`config.mk`:
```
export PLATFORM = sky130hd
export DESIGN_NAME = zkr_seed_ctrl
export DESIGN_NICKNAME = d
export VERILOG_FILES = /design/src/rtl/zkr_seed_ctrl.sv
export SDC_FILE = /design/constraint.sdc
export NUM_CORES = 1
export LEC_CHECK = 0
export ABC_AREA = 1
export BUFFER_PORTS_ARGS = -buffer_cell sky130_fd_sc_hd__buf_2
export CORE_UTILIZATION = 50
export DETAILED_ROUTE_END_ITERATION = 12
export GPL_ROUTABILITY_DRIVEN = 0
export HOLD_SLACK_MARGIN = 0.02
export PLACE_DENSITY_LB_ADDON = 0.08
export SETUP_SLACK_MARGIN = 0.02
export SYNTH_ARGS = -nofsm -noshare
export SYNTH_HDL_FRONTEND = slang
export SYNTH_SLANG_ARGS = --single-unit
```
`constraint.sdc`:
```
create_clock -name clk -period 3.74 [get_ports clk]
set_input_delay 0.748 -clock clk [delete_from_list [all_inputs] [get_ports clk]]
set_output_delay 0.748 -clock clk [all_outputs]
set_load 0.01 [all_outputs]
```
`src/rtl/zkr_seed_ctrl.sv`:
```
// zkr_seed_ctrl: seed controller for the Zkr `seed` CSR.
// Health-tests the 8-bit entropy byte stream, packs accepted bytes into
// seeds, buffers them in a small FIFO and presents the OPST/seed word.
// Optional feature: define ZKR_APT_EN to add the adaptive proportion test
// (64-byte windows, failure at 13 hits of the window's first byte).
module zkr_seed_ctrl #(
   parameter int SEED_BITS     = 16,
   parameter int FIFO_DEPTH    = 2,
   parameter int BIST_SAMPLES  = 64,
   parameter int RCT_CUTOFF    = 8,
   parameter int BIST_MAX_FAIL = 4
) (
   input  logic        clk,
   input  logic        rst,
   input  logic        src_valid_i,
   input  logic [7:0]  src_data_i,
   input  logic [1:0]  src_error_i,
   output logic        src_enable_o,
   input  logic        seed_rd_i,
   output logic [31:0] seed_o,
   output logic        dead_o
);

   localparam int NB  = SEED_BITS / 8;
   localparam int BCW = (NB > 1) ? $clog2(NB) : 1;
   localparam int PW  = (FIFO_DEPTH > 1) ? $clog2(FIFO_DEPTH) : 1;
   localparam int CW  = $clog2(FIFO_DEPTH + 1);
   localparam int SCW = $clog2(BIST_SAMPLES + 1);
   localparam int RCW = $clog2(RCT_CUTOFF + 1);
   localparam int FCW = $clog2(BIST_MAX_FAIL + 1);

   // State encoding doubles as the OPST field of the seed word.
   typedef enum logic [1:0] {
      ST_BIST = 2'b00,
      ST_WAIT = 2'b01,
      ST_ES16 = 2'b10,
      ST_DEAD = 2'b11
   } state_t;

   state_t state, state_d;

   logic [SEED_BITS-1:0] fifo_mem [FIFO_DEPTH];
   logic [PW-1:0]        rd_ptr, wr_ptr;
   logic [CW-1:0]        fifo_cnt;
   logic                 fifo_full, fifo_empty;

   logic [SEED_BITS-1:0] asm_sr, asm_word;
   logic [BCW-1:0]       byte_cnt;
   logic                 last_byte;

   logic [7:0]           rct_prev;
   logic                 rct_have;
   logic [RCW-1:0]       rct_cnt, rct_next;
   logic                 rct_fail, apt_fail;

   logic [SCW-1:0]       samp_cnt;
   logic [FCW-1:0]       fail_cnt;

   logic hard_err, soft_err, src_ok;
   logic bist_byte, acc_byte, test_byte, health_fail;
   logic flush_all, health_clr, asm_clr, asm_take, push, pop;
   logic samp_clr, samp_inc, fail_inc, fail_clr;

   function automatic logic [PW-1:0] ptr_inc(input logic [PW-1:0] p);
      return (p == PW'(FIFO_DEPTH - 1)) ? '0 : p + PW'(1);
   endfunction

   assign fifo_full  = (fifo_cnt == CW'(FIFO_DEPTH));
   assign fifo_empty = (fifo_cnt == '0);

   assign hard_err = src_error_i[0];
   assign soft_err = (src_error_i == 2'b10);
   assign src_ok   = (src_error_i == 2'b00);

   // BIST bytes ignore the FIFO; delivery bytes are dropped while it is full.
   assign bist_byte = src_valid_i && src_ok && (state == ST_BIST);
   assign acc_byte  = src_valid_i && src_ok && !fifo_full &&
                      ((state == ST_WAIT) || (state == ST_ES16));
   assign test_byte = bist_byte || acc_byte;

   assign rct_next = (rct_have && (src_data_i == rct_prev))
                   ? ((rct_cnt == RCW'(RCT_CUTOFF)) ? rct_cnt : rct_cnt + RCW'(1))
                   : RCW'(1);
   assign rct_fail    = test_byte && (rct_next == RCW'(RCT_CUTOFF));
   assign health_fail = rct_fail || apt_fail;

   // First byte of a seed ends up in the most-significant byte.
   assign asm_word  = SEED_BITS'({asm_sr, src_data_i});
   assign last_byte = (byte_cnt == BCW'(NB - 1));

   // Next-state and control strobes; errors outrank push, pop and health results.
   always_comb begin
      state_d    = state;
      flush_all  = 1'b0;
      health_clr = 1'b0;
      asm_clr    = 1'b0;
      asm_take   = 1'b0;
      push       = 1'b0;
      pop        = 1'b0;
      samp_clr   = 1'b0;
      samp_inc   = 1'b0;
      fail_inc   = 1'b0;
      fail_clr   = 1'b0;
      if (state != ST_DEAD) begin
         if (hard_err) begin
            state_d    = ST_BIST;
            flush_all  = 1'b1;
            health_clr = 1'b1;
            samp_clr   = 1'b1;
         end else if (state == ST_BIST) begin
            if (health_fail) begin
               health_clr = 1'b1;
               samp_clr   = 1'b1;
               fail_inc   = 1'b1;
               if (fail_cnt == FCW'(BIST_MAX_FAIL - 1))
                  state_d = ST_DEAD;
            end else if (bist_byte) begin
               if (samp_cnt == SCW'(BIST_SAMPLES - 1)) begin
                  state_d  = ST_WAIT;
                  samp_clr = 1'b1;
                  fail_clr = 1'b1;
               end else begin
                  samp_inc = 1'b1;
               end
            end
         end else if (soft_err && (state == ST_ES16)) begin
            state_d = ST_WAIT;
            asm_clr = 1'b1;
         end else if (health_fail) begin
            state_d    = ST_BIST;
            flush_all  = 1'b1;
            health_clr = 1'b1;
            samp_clr   = 1'b1;
         end else begin
            asm_take = acc_byte;
            push     = acc_byte && last_byte;
            pop      = (state == ST_ES16) && seed_rd_i && !fifo_empty;
            if ((state == ST_WAIT) && !fifo_empty)
               state_d = ST_ES16;
            else if ((state == ST_ES16) && pop && !push && (fifo_cnt == CW'(1)))
               state_d = ST_WAIT;
         end
      end
   end

   // State register.
   always_ff @(posedge clk) begin
      if (rst)
         state <= ST_BIST;
      else
         state <= state_d;
   end

   // FIFO pointers and occupancy.
   always_ff @(posedge clk) begin
      if (rst || flush_all) begin
         rd_ptr   <= '0;
         wr_ptr   <= '0;
         fifo_cnt <= '0;
      end else begin
         if (push)
            wr_ptr <= ptr_inc(wr_ptr);
         if (pop)
            rd_ptr <= ptr_inc(rd_ptr);
         if (push && !pop)
            fifo_cnt <= fifo_cnt + CW'(1);
         else if (pop && !push)
            fifo_cnt <= fifo_cnt - CW'(1);
      end
   end

   // FIFO storage; contents are only meaningful below the occupancy count.
   always_ff @(posedge clk) begin
      if (push)
         fifo_mem[wr_ptr] <= asm_word;
   end

   // Byte assembler: shifts in accepted bytes until a seed is complete.
   always_ff @(posedge clk) begin
      if (rst || flush_all || asm_clr) begin
         asm_sr   <= '0;
         byte_cnt <= '0;
      end else if (asm_take) begin
         if (last_byte) begin
            asm_sr   <= '0;
            byte_cnt <= '0;
         end else begin
            asm_sr   <= asm_word;
            byte_cnt <= byte_cnt + BCW'(1);
         end
      end
   end

   // Repetition-count history, restarted after any health failure.
   always_ff @(posedge clk) begin
      if (rst || health_clr) begin
         rct_prev <= '0;
         rct_have <= 1'b0;
         rct_cnt  <= '0;
      end else if (test_byte) begin
         rct_prev <= src_data_i;
         rct_have <= 1'b1;
         rct_cnt  <= rct_next;
      end
   end

   // BIST pass counter and consecutive-failure counter.
   always_ff @(posedge clk) begin
      if (rst) begin
         samp_cnt <= '0;
         fail_cnt <= '0;
      end else begin
         if (samp_clr)
            samp_cnt <= '0;
         else if (samp_inc)
            samp_cnt <= samp_cnt + SCW'(1);
         if (fail_clr)
            fail_cnt <= '0;
         else if (fail_inc)
            fail_cnt <= fail_cnt + FCW'(1);
      end
   end

`ifdef ZKR_APT_EN
   logic [5:0] apt_pos;
   logic [7:0] apt_ref;
   logic [3:0] apt_hits;

   assign apt_fail = test_byte && (apt_pos != 6'd0) &&
                     (src_data_i == apt_ref) && (apt_hits == 4'd12);

   // Adaptive proportion window; the first byte of each window is the reference.
   always_ff @(posedge clk) begin
      if (rst || health_clr) begin
         apt_pos  <= '0;
         apt_ref  <= '0;
         apt_hits <= '0;
      end else if (test_byte) begin
         apt_pos <= apt_pos + 6'd1;
         if (apt_pos == 6'd0) begin
            apt_ref  <= src_data_i;
            apt_hits <= 4'd1;
         end else if (src_data_i == apt_ref) begin
            apt_hits <= apt_hits + 4'd1;
         end
      end
   end
`else
   assign apt_fail = 1'b0;
`endif

   // CSR word: OPST on top, payload only while ES16 holds a seed.
   always_comb begin
      seed_o        = '0;
      seed_o[31:30] = state;
      if (state == ST_ES16)
         seed_o[SEED_BITS-1:0] = fifo_mem[rd_ptr];
   end

   assign dead_o       = (state == ST_DEAD);
   assign src_enable_o = (state != ST_DEAD) && !fifo_full;

endmodule
```
# ---- After elaboration in Yosys (flattened, before gate mapping)
# Memory sizes are Yosys's and may differ from the RTL's. A register that Yosys moved wholly into a read port is not among the register bits.
# Index checks and enable logic that the tools add are counted.
dict set report classes {
  mux 69
  n_reduce_logical 35
  addsub 8
  n_eq_ne 15
}
# operator count
set op_table {}
lappend op_table {{$mux 1} 53}
lappend op_table {{$mux 2} 12}
lappend op_table {{$logic_and 1x1->1} 17}
lappend op_table {{$mux 16} 1}
lappend op_table {{$eq 2x2->1 const B} 4}
lappend op_table {{$eq 4x4->1 const B} 2}
lappend op_table {{$eq 8x8->1} 1}
lappend op_table {{$mux 4} 2}
lappend op_table {{$mux 8} 1}
lappend op_table {{$ne 4x3->1 const B} 2}
lappend op_table {{$add 7x1->7 const B} 1}
lappend op_table {{$eq 7x6->1 const B} 1}
lappend op_table {{$logic_not 2->1} 3}
lappend op_table {{$reduce_bool 6->1} 1}
lappend op_table {{$logic_not 1->1} 5}
lappend op_table {{$logic_or 1x1->1} 5}
lappend op_table {{$reduce_and 5->1} 1}
lappend op_table {{$add 4x1->4 const B} 1}
lappend op_table {{$eq 2x1->1 const B} 2}
lappend op_table {{$ne 4x4->1 const B} 1}
lappend op_table {{$reduce_or 2->1} 2}
lappend op_table {{$add 1x1->1 const B} 3}
lappend op_table {{$add 3x1->3 const B} 1}
lappend op_table {{$eq 3x2->1 const B} 1}
lappend op_table {{4 further kinds} 4}
dict set report totals {
  ramBits 32
  input_bits 14
  reg_bits 38
  elab_cells 139
  mem_count 1
}
# name words width read_ports rd_ports_with_merged_regs write_ports line
set memory_table {}
lappend memory_table {fifo_mem 2 16 1 1 1 42} ;# logic [SEED_BITS-1:0] fifo_mem [FIFO_DEPTH];

# ---- Longest topological paths before layout
# Gate-level depths: netlist of run 1.
dict set report depth {
  ltp_word 15
  depth_mapped 17
}

# ---- Least setup slack after synthesis of run 1
# OpenSTA, ideal clock, no wires.
dict set report synth_path {
  path_type {register to register}
  start {register state[0]}
  end {memory fifo_mem[0][0] (enable)}
  required_time_ns 3.331
  path_buffers 1
  period_less_slack_ns 3.237
  stages_incl_launch_ff 13
  setup_slack_ns 0.503
  setup_ns 0.409
  arrival_time_ns 2.828
  cell_sequence {dfxtp_1 -> inv_1 -> ha_1 -> nand2_1 -> inv_2 -> o21ai_4 -> nor2_2 -> nand4_4 -> nand3_4 -> inv_2 -> nand2_4 -> buf_12 -> nor3_1}
}
dict set report synth_via {
  elab_chain_cells 12
  word_cells_on_any_way 18
  classes_between {eq/ne: 3; mux: 7; reduce/logical: 8}
}
# element line
set synth_lines {}
lappend synth_lines {{from (decl)} 40} ;# state_t state, state_d;
lappend synth_lines {{from (signal assigned)} 151} ;# state <= state_d;
lappend synth_lines {{$eq 2x1->1 / $eq 2x2->1 (equally long branches)} {78, 126}}
lappend synth_lines {{$logic_or 1x1->1} 78} ;# ((state == ST_WAIT) || (state == ST_ES16));
lappend synth_lines {{$logic_and 1x1->1} 77} ;# assign acc_byte = src_valid_i && src_ok && !fifo_full &&
lappend synth_lines {{$logic_or 1x1->1} 79} ;# assign test_byte = bist_byte || acc_byte;
lappend synth_lines {{$logic_and 1x1->1} 84} ;# assign rct_fail = test_byte && (rct_next == RCW'(RCT_CUTOFF));
lappend synth_lines {{$mux 1} 129} ;# end else if (health_fail) begin
lappend synth_lines {{$mux 1} 126} ;# end else if (soft_err && (state == ST_ES16)) begin
lappend synth_lines {{$mux 1} 110} ;# end else if (state == ST_BIST) begin
lappend synth_lines {{$mux 1} 105} ;# if (hard_err) begin
lappend synth_lines {{$mux 1 (*)} 104} ;# if (state != ST_DEAD) begin
lappend synth_lines {{$mux 1 (*)} 174} ;# if (push)
lappend synth_lines {{$mux 1 (implied by the code) (*)} 175} ;# fifo_mem[wr_ptr] <= asm_word;
lappend synth_lines {{to (decl)} 42}
# Every way passes the cells marked *; elsewhere a longest branch is shown, timed or not.

# ---- Worst setup path in the final report of run 1
dict set report layout_path {
  start {register state[0]}
  end {memory fifo_mem[1][3] (enable)}
}
# Same word-level chain as after synthesis.

==> metrics.csv, run 1 <==
stage;metric;value;unit
cts;number of hold buffers added after cts;0;
timing;worst-margin pin slew;0.647;ns
power_and_ir_drop;Cell Pwr Density;435;nW/um^2
cts;clock slew seen by the registers of the worst setup and hold paths;0.08;ns
hold_path;WHS Endpoint;fail_cnt[2];
synth;Syn Area/Cell;8.55;sq um
critical_path;R2R Path Start;state[0];
power_and_ir_drop;clock network power share;31.9;%
grt;first-pass GRT wire length;12.1;mm
timing;Slew headroom;56.8;%
grt;initial antenna violation count;0;
critical_path;slack of the worst reg-to-reg path;0.68;ns
critical_path;Worst Setup End Kind;register;
detailed_routing;WL final;7.25;mm
critical_path;critical path arrival;3.04;ns
timing;FMAX;327;MHz
critical_path;worst-path cell chain;inv_1 > ha_1 > nand2_1 > inv_2 > o21ai_4 > nor2_2 > nand4_4 > nand3_4 > inv_2 > nand2_4 > nor2_1 > nand2_1 > inv_1;
synth;Synthesis Warnings;0;
cells_and_area;Final Cell Area;4170;sq um
cells_and_area;register area;1740;sq um
power_and_ir_drop;switching part of the total;33.8;%
floorplanning;die area;7890;sq um
timing;unrepaired setup endpoints after global routing;no;
critical_path;Crit path largest cell delay;0.48;ns
synth;Top FF cell, synth;dfxtp_1;
cts;Clock Tree Buf Depth;2;
grt;largest net degree at the start of global routing;19;
critical_path;crit path kind;register to register;
grt;GRT Total Usage;20.6;%
hold_path;HP Class;register to register;
power_and_ir_drop;Psw;0.612;mW
timing;# setup viols final;0;
cells_and_area;Final nets;507;
power_and_ir_drop;Gate power share;22.0;%
status;outcome;finished, final reports clean;
detailed_routing;DRC viols;0;
synth;Synth async-reset ratio;0;%
detailed_routing;initial DRC count;119;
hold_path;cell depth of the worst hold path;2;
critical_path;WP data required;3.73;ns
place;placed inst area;3980;sq um
hold_path;Hold Startpoint;fail_cnt[2];
timing;Fin. Hold Viols;0;
cells_and_area;Non-Filler Instances;584;
power_and_ir_drop;Int Power;1.20;mW
cts;Skew-Pair Late Insertion Delay;0.36;ns
grt;vias in the first global route;2624;
critical_path;CP Launch Type;register;
floorplanning;I/O pins;48;
floorplanning;core footprint;7250;sq um
cts;Max H-tree Level;3;
grt;grt total ovfl;0;
timing;Tcrit/Tclk final;81.7;%
floorplanning;Die Y;88.8;microns
timing;Max Slew Vio Count;0;
detailed_routing;post-detailed-route count of antenna-violating nets;0;
timing;Tmin final;3.06;ns
detailed_routing;Initial DRT Pass Iterations;4;
critical_path;reg2reg end;fifo_mem[1][3];
synth;Gate Count Post-Synth;441;
synth;sequential-to-total area share from yosys stat;46.2;%
detailed_routing;via count;2916;
timing;final setup TNS;0;ns
synth;Synth cell types;41;
power_and_ir_drop;part of the power in registers;46.1;%
power_and_ir_drop;peak supply drop;285;uV
cts;cts repair resizes;0;
job;max cap viols;0;
cells_and_area;Multi-input gate area;1690;sq um
cts;Root Buffer;clkbuf_8;
cts;CTS Buf Count;9;
floorplanning;cell row count;31;
power_and_ir_drop;LEAKAGE;1.68;nW
synth;Post-synth EDFFs;32;
cells_and_area;layout cell share with drive strength beyond 1;23.7;%
synth;Cell Area, Synth;3770;sq um
detailed_routing;routed len/inst;12.4;microns
synth;#FFs+latches synth;71;
cells_and_area;filler instances;682;
detailed_routing;via/cell ratio;4.99;
place;IO buf count;33;
cts;postcts setup bufs;0;
cells_and_area;Util after Layout;57.4;%
critical_path;slowest CP cell;inv_1;
timing;Worst Skew;0.0143;ns
critical_path;r2r worst-path depth;13;
cells_and_area;Synth-to-Final Area Change;10.5;%
critical_path;crit path max fanout;16;
cts;CTS tree;built;
cts;clock sinks;71;
floorplanning;chip width;88.8;microns
cells_and_area;ANT cells;0;
floorplanning;initial core utilization;52.0;%
place;Cells after DPL;568;
place;hpwl dp;5.31;mm
## critical path: cells and delay by family (launching register included)
| family | cells | cell delay, ns |
|---|---|---|
| AOI/OAI and AO/OA | 1 | 0.36 |
| adders and majority gates | 1 | 0.29 |
| buffers and inverters | 4 | 0.72 |
| DFF | 1 | 0.40 |
| and+or+nand+nor | 7 | 0.91 |
## cell families after synthesis
family | count (synthesis) | share of synthesized area, %
AND/OR/NAND/NOR | 205 | 26.8
buffers and inverters | 82 | 10.4
flip-flops | 71 | 46.2
AO/OA/AOI/OAI | 65 | 11.3
adder cells (fa/ha/maj) | 13 | 4.31
XOR/XNOR | 4 | 0.929
other | 1 | 0.0994
## worst max-delay path by stage
| stage | cells after the start | from | to | slack [ns] |
|---|---|---|---|---|
| CTS | 13 | state[0] | fifo_mem[1][2] | 0.65 |
| floorplan | 12 | state[0] | fifo_mem[0][0] | 0.50 |
| global route | 13 | state[0] | fifo_mem[1][3] | 0.37 |
| finish | 13 | state[0] | fifo_mem[1][3] | 0.68 |
| detailed placement | 13 | state[0] | fifo_mem[1][2] | 0.65 |
| global placement | 13 | state[0] | fifo_mem[1][7] | 0.77 |
## final cells by class
class | instances | area share (%)
inverters | 60 | 5.47
clock inverters | 7 | 1.47
flip-flops and latches | 71 | 41.8
clock buffers | 9 | 2.97
well taps | 99 | 2.97
repair buffers | 37 | 4.68
multi-input cells | 301 | 40.6
## sequential cells by signal (all words and copies together), names as in the netlist, named ones only
signal / count
rct_cnt: 4
byte_cnt: 1
samp_cnt: 7
rct_have: 1
asm_sr: 8
fifo_cnt: 2
rct_prev: 8
state: 2
rd_ptr: 1
wr_ptr: 1
fail_cnt: 3
fifo_mem: 32
## metrics by stage
step / hold WS, ns / setup slack (ns) / power, mW
CTS: 0.466 / 0.650 / 1.83
global route: 0.482 / 0.374 / 1.92
floorplan: 0.433 / 0.503 / 1.15
finish: 0.459 / 0.684 / 1.81
global placement: 0.447 / 0.774 / 1.25
detailed placement: 0.455 / 0.654 / 1.25
## per-layer routing
metal / global-route usage [%] / wire (microns) / vias up / part of all wire, %
met5: 0 / 0 / - / 0
met4: 9.53 / 76 / 0 / 1.0
met3: 3.92 / 275 / 6 / 3.8
met2: 35.7 / 3470 / 62 / 48
met1: 24.6 / 3430 / 1356 / 47
li1: - / - / 1492 / -
## placed cells by master (no fill, tap or decap), types with 13 or more instances in the layout
master | netlist | final
a21oi_1 | 16 | 16
a21oi_2 | 20 | 20
buf_2 | 0 | 33
conb_1 | 1 | 14
dfxtp_1 | 39 | 39
edfxtp_1 | 32 | 32
ha_1 | 13 | 13
inv_1 | 51 | 51
nand2_1 | 82 | 82
nand2_2 | 13 | 13
nand3_1 | 20 | 20
nor2_1 | 52 | 52
o21ai_0 | 21 | 21
## cells in the mapped netlist (2+ instances only)
| cell | count | share of area, % |
|---|---|---|
| nor2_1 | 52 | 5.2 |
| nor2_4 | 3 | 0.90 |
| xnor2_1 | 2 | 0.46 |
| a21oi_2 | 20 | 4.6 |
| xor2_1 | 2 | 0.46 |
| o21ai_1 | 3 | 0.40 |
| edfxtp_1 | 32 | 25 |
| ha_1 | 13 | 4.3 |
| inv_1 | 51 | 5.1 |
| nor3_1 | 4 | 0.53 |
| nand4_2 | 2 | 0.66 |
| nand3b_1 | 2 | 0.40 |
| dfxtp_1 | 39 | 21 |
| clkbuf_1 | 5 | 0.50 |
| o21ai_0 | 21 | 2.8 |
| nand2_1 | 82 | 8.2 |
| nand3_1 | 20 | 2.7 |
| nand3_4 | 3 | 1.4 |
| nor2_2 | 4 | 0.66 |
| a21oi_1 | 16 | 2.1 |
| buf_4 | 15 | 3.0 |
| nand4_1 | 12 | 2.0 |
| inv_2 | 8 | 0.80 |
| nand2_2 | 13 | 2.2 |
## power groups by stage
stage | clock network (mW) | logic, mW | registers [mW]
6_report | 0.579 | 0.398 | 0.834
5_1_grt | 0.625 | 0.460 | 0.836
4_1_cts | 0.592 | 0.403 | 0.835
3_5_place_dp | 0 | 0.402 | 0.853
3_3_place_gp | 0 | 0.396 | 0.851
2_1_floorplan | 0 | 0.298 | 0.854
Note: power is estimated with default switching activity, not from simulation.
==> run 2, diff against run 1 <==
Settings changed: ABC_AREA 1 to 0.
Clock period 3.74 ns to 3.15 ns, I/O delays scaled along.
==> run 2 against run 1 <==
Against the previous run:
- count of clock-buffer cells in the layout increased by 1
- fmax increased by 9.0%
- clock power up 26%
- first-iteration DRC count down 8.4%
- worst hold slack worse by 0.0015 ns
- clock skew is 0.0040 ns lower
- critical path type unchanged
- critical endpoint is now fifo_mem[0][7]
- largest cell class is now multi-input combinational cells
- largest power group unchanged
- highest routed layer unchanged
==> metrics.csv, run 2 <==
stage;metric;value;unit;change
cts;postcts setup bufs;0;;unchanged
cts;Skew-Pair Late Insertion Delay;0.35;ns;was 0.36 ns
hold_path;WHS Endpoint;fifo_mem[0][11];;was fail_cnt[2]
timing;unrepaired setup endpoints after global routing;no;;unchanged
floorplanning;I/O pins;48;;unchanged
grt;vias in the first global route;2500;;was 2624
place;hpwl dp;5.07;mm;was 5.31 mm
synth;#FFs+latches synth;71;;unchanged
synth;Commonest cells post-synth;dfxtp_1, nand2_1, a21oi_1, edfxtp_1, nor2_1;;was nand2_1, nor2_1, inv_1
detailed_routing;DRC viols;0;;unchanged
power_and_ir_drop;Gate power share;5.4;%;was 22.0%
synth;Syn Area/Cell;10.2;sq um;was 8.55 sq um
critical_path;delay-heaviest family, CP;simple AND/OR/NAND/NOR gates;;unchanged
critical_path;crit path buf inv count;2;;was 4
cts;clock slew seen by the registers of the worst setup and hold paths;0.08;ns;about the same
hold_path;HP Class;register to register;;unchanged
cells_and_area;most common cell after layout, fill and taps aside;dfxtp_1;;was nand2_1
grt;grt total ovfl;0;;unchanged
cells_and_area;layout cell share with drive strength beyond 1;18.3;%;was 23.7%
floorplanning;cell row count;30;;was 31
critical_path;crit path kind;register to register;;unchanged
synth;leading cell type by number of instances after synthesis;dfxtp_1;;was nand2_1
critical_path;worst-path cell chain;inv_1 > ha_1 > nor2b_1 > o21ai_2 > or4_4 > o21ai_4 > nor3_2 > buf_4;;was inv_1 > ha_1 > nand2_1 > inv_2 > o21ai_4 > nor2_2 > nand4_4 > nand3_4 > inv_2 > nand2_4 > nor2_1 > nand2_1 > inv_1
detailed_routing;via/cell ratio;5.33;;was 4.99
cells_and_area;Biggest register;fifo_mem;;unchanged
critical_path;R2R Path Start;state[0];;unchanged
floorplanning;die area;7670;sq um;was 7890 sq um
detailed_routing;Initial DRT Pass Iterations;4;;unchanged
critical_path;Worst Setup End Kind;register;;unchanged
critical_path;reg2reg end;fifo_mem[0][7];;was fifo_mem[1][3]
timing;# setup viols final;0;;unchanged
synth;sequential-to-total area share from yosys stat;47.5;%;was 46.2%
critical_path;slack of the worst reg-to-reg path;0.35;ns;was 0.68 ns
synth;Cell Area, Synth;3660;sq um;was 3770 sq um
cells_and_area;max reg flops;32;;unchanged
timing;final setup margin;0.345;ns;was 0.684 ns
power_and_ir_drop;peak supply drop;202;uV;was 285 uV
timing;Tcrit/Tclk final;89.0;%;was 81.7%
floorplanning;initial core utilization;52.8;%;was 52.0%
synth;ranking of synthesized cells by area;edfxtp_1, dfxtp_1, ha_1;;was edfxtp_1, dfxtp_1, nand2_1
critical_path;WP data required;3.24;ns;was 3.73 ns
timing;Worst Skew;0.0103;ns;was 0.0143 ns
floorplanning;Die Y;87.6;microns;was 88.8 microns
timing;Max Slew Vio Count;0;;unchanged
critical_path;slowest CP cell;or4_4;;was inv_1
synth;Top FF cell, synth;dfxtp_1;;unchanged
cts;cts repair resizes;0;;unchanged
timing;Fin. Hold Viols;0;;unchanged
synth;post-synth top area share;26.2;%;was 25.5%
grt;GRT Total Usage;20.0;%;was 20.6%
power_and_ir_drop;Int Power;1.36;mW;was 1.20 mW
cts;Max H-tree Level;3;;unchanged
power_and_ir_drop;clock network power share;40.8;%;was 31.9%
synth;Synth area leader;edfxtp_1;;unchanged
critical_path;r2r worst-path depth;8;;was 13
place;Place WS;0.355;ns;was 0.654 ns
power_and_ir_drop;part of the power in registers;53.8;%;was 46.1%
critical_path;Crit path largest cell delay;0.63;ns;was 0.48 ns
cells_and_area;largest registers;fifo_mem x32, asm_sr x8, rct_prev x8;;unchanged
power_and_ir_drop;Cell Pwr Density;435;nW/um^2;about the same
timing;final setup TNS;0;ns;unchanged
power_and_ir_drop;LEAKAGE;1.50;nW;was 1.68 nW
cells_and_area;filler instances;596;;was 682
detailed_routing;post-detailed-route count of antenna-violating nets;0;;unchanged
grt;first-pass GRT wire length;11.7;mm;was 12.1 mm
floorplanning;core footprint;6940;sq um;was 7250 sq um
hold_path;Hold Startpoint;asm_sr[3];;was fail_cnt[2]
synth;Synth async-reset ratio;0;%;unchanged
critical_path;crit path max fanout;16;;unchanged
job;max cap viols;0;;unchanged
power_and_ir_drop;Psw;0.426;mW;was 0.612 mW
cts;clock sinks;71;;unchanged
cells_and_area;ANT cells;0;;unchanged
detailed_routing;initial DRC count;109;;was 119
grt;largest net degree at the start of global routing;20;;was 19
cts;Root Buffer;clkbuf_8;;unchanged
synth;Gate Count Post-Synth;358;;was 441
floorplanning;chip width;87.6;microns;was 88.8 microns
cts;Clock Tree Buf Depth;2;;unchanged
hold_path;cell depth of the worst hold path;0;;was 2
timing;FMAX;357;MHz;was 327 MHz
grt;initial antenna violation count;0;;unchanged
cells_and_area;Final nets;426;;was 507
synth;Post-synth EDFFs;32;;unchanged
critical_path;CP Launch Type;register;;unchanged
timing;Tmin final;2.80;ns;was 3.06 ns
cts;CTS Buf Count;9;;unchanged
critical_path;critical path arrival;2.89;ns;was 3.04 ns
cells_and_area;Synth-to-Final Area Change;12.2;%;was 10.5%
cts;number of hold buffers added after cts;0;;unchanged
synth;Synth cell types;55;;was 41
synth;Synthesis Warnings;0;;unchanged
cts;CTS tree;built;;unchanged
detailed_routing;WL final;7.08;mm;was 7.25 mm
detailed_routing;routed len/inst;14.2;microns;was 12.4 microns
place;IO buf count;33;;unchanged
cells_and_area;commonest non-fill, non-tap cells in the layout;dfxtp_1, nand2_1, buf_2, a21oi_1, edfxtp_1;;was nand2_1, nor2_1, inv_1, dfxtp_1, buf_2
status;outcome;finished, final reports clean;;unchanged
power_and_ir_drop;switching part of the total;23.8;%;was 33.8%
detailed_routing;via count;2667;;was 2916
[run 2: cell count changes in the layout (fill, tap and decap cells not counted), moves of 12 or more]
cell      delta
a21oi_2     -20
a21oi_1     +16
nor2b_1     +19
nand2_2     -13
nand4b_1    +12
inv_1       -40
nand2_1     -49
nor2_1      -32
mux2i_1     +16
[run 2: final cells by class]
| class | instances | area (sq um) | area share (%) |
|---|---|---|---|
| Clock buffer | 10 | 128 | 3.11 |
| Clock inverter | 6 | 70.1 | 1.70 |
| Inverter | 11 | 41.3 | 1.00 |
| Multi-Input combinational cell | 262 | 1760 | 42.9 |
| Sequential cell | 71 | 1740 | 42.4 |
| Tap cell | 96 | 120 | 2.92 |
| Timing Repair Buffer | 44 | 248 | 6.03 |
[run 2: how the worst max path moves through the flow]
stage                    from             end  slack [ns]  depth (start not counted)
2_1_floorplan  src_error_i[0]  fifo_mem[1][0]        0.34                          6
3_3_place_gp         state[0]  fifo_mem[0][4]        0.41                          8
3_5_place_dp         state[0]  fifo_mem[0][4]        0.35                          8
4_1_cts              state[0]  fifo_mem[0][7]        0.32                          8
5_1_grt              state[0]  fifo_mem[0][7]        0.14                          8
6_report             state[0]  fifo_mem[0][7]        0.35                          8
[run 2: cell families (layout without fill, tap and decap cells)]
family / count (synthesis) / after routing / share of synthesized area (%)
multiplexers: 20 / 20 / 5.60
AO/OA/AOI/OAI: 70 / 70 / 12.4
buffers and inverters: 38 / 71 / 5.84
AND/OR/NAND/NOR: 132 / 132 / 21.0
other: 1 / 14 / 0.102
XOR/XNOR: 13 / 13 / 3.11
flip-flops: 71 / 71 / 47.5
adder cells (fa/ha/maj): 13 / 13 / 4.44
[run 2: layer usage]
metal  global-route usage [%]  part of all wire (%)
met1                     24.7                    46
met2                     34.6                    49
met3                     2.83                   3.4
met4                     9.24                   1.8
met5                        0                     0
[run 2: power by group through the flow]
stage	clock network, mW	registers (mW)	logic (mW)
2_1_floorplan	0	0.984	0.0757
3_3_place_gp	0	0.984	0.0959
3_5_place_dp	0	0.984	0.0961
4_1_cts	0.742	0.963	0.0968
5_1_grt	0.781	0.963	0.108
6_report	0.730	0.963	0.0963
[run 2: worst reg2reg max path, cell delays in order (launching register included)]
cell and delay, ns:
dfxtp_1 0.38, inv_1 0.10, ha_1 0.28, nor2b_1 0.37, o21ai_2 0.21, or4_4 0.63
o21ai_4 0.30, nor3_2 0.07, buf_4 0.21
[run 2: per-stage QoR]
step / instances / power [mW] / cell area, sq um / util [%] / hold slack (ns)
after floorplan: 371 / 1.06 / 3720 / - / 0.419
after global placement: 484 / 1.08 / 3910 / 56.3 / 0.433
after detailed placement: 484 / 1.08 / 3910 / 56.3 / 0.444
after CTS: 500 / 1.80 / 4110 / 59.2 / 0.460
after global routing: 500 / 1.85 / 4110 / 59.2 / 0.470
final: 500 / 1.79 / 4110 / 59.2 / 0.458
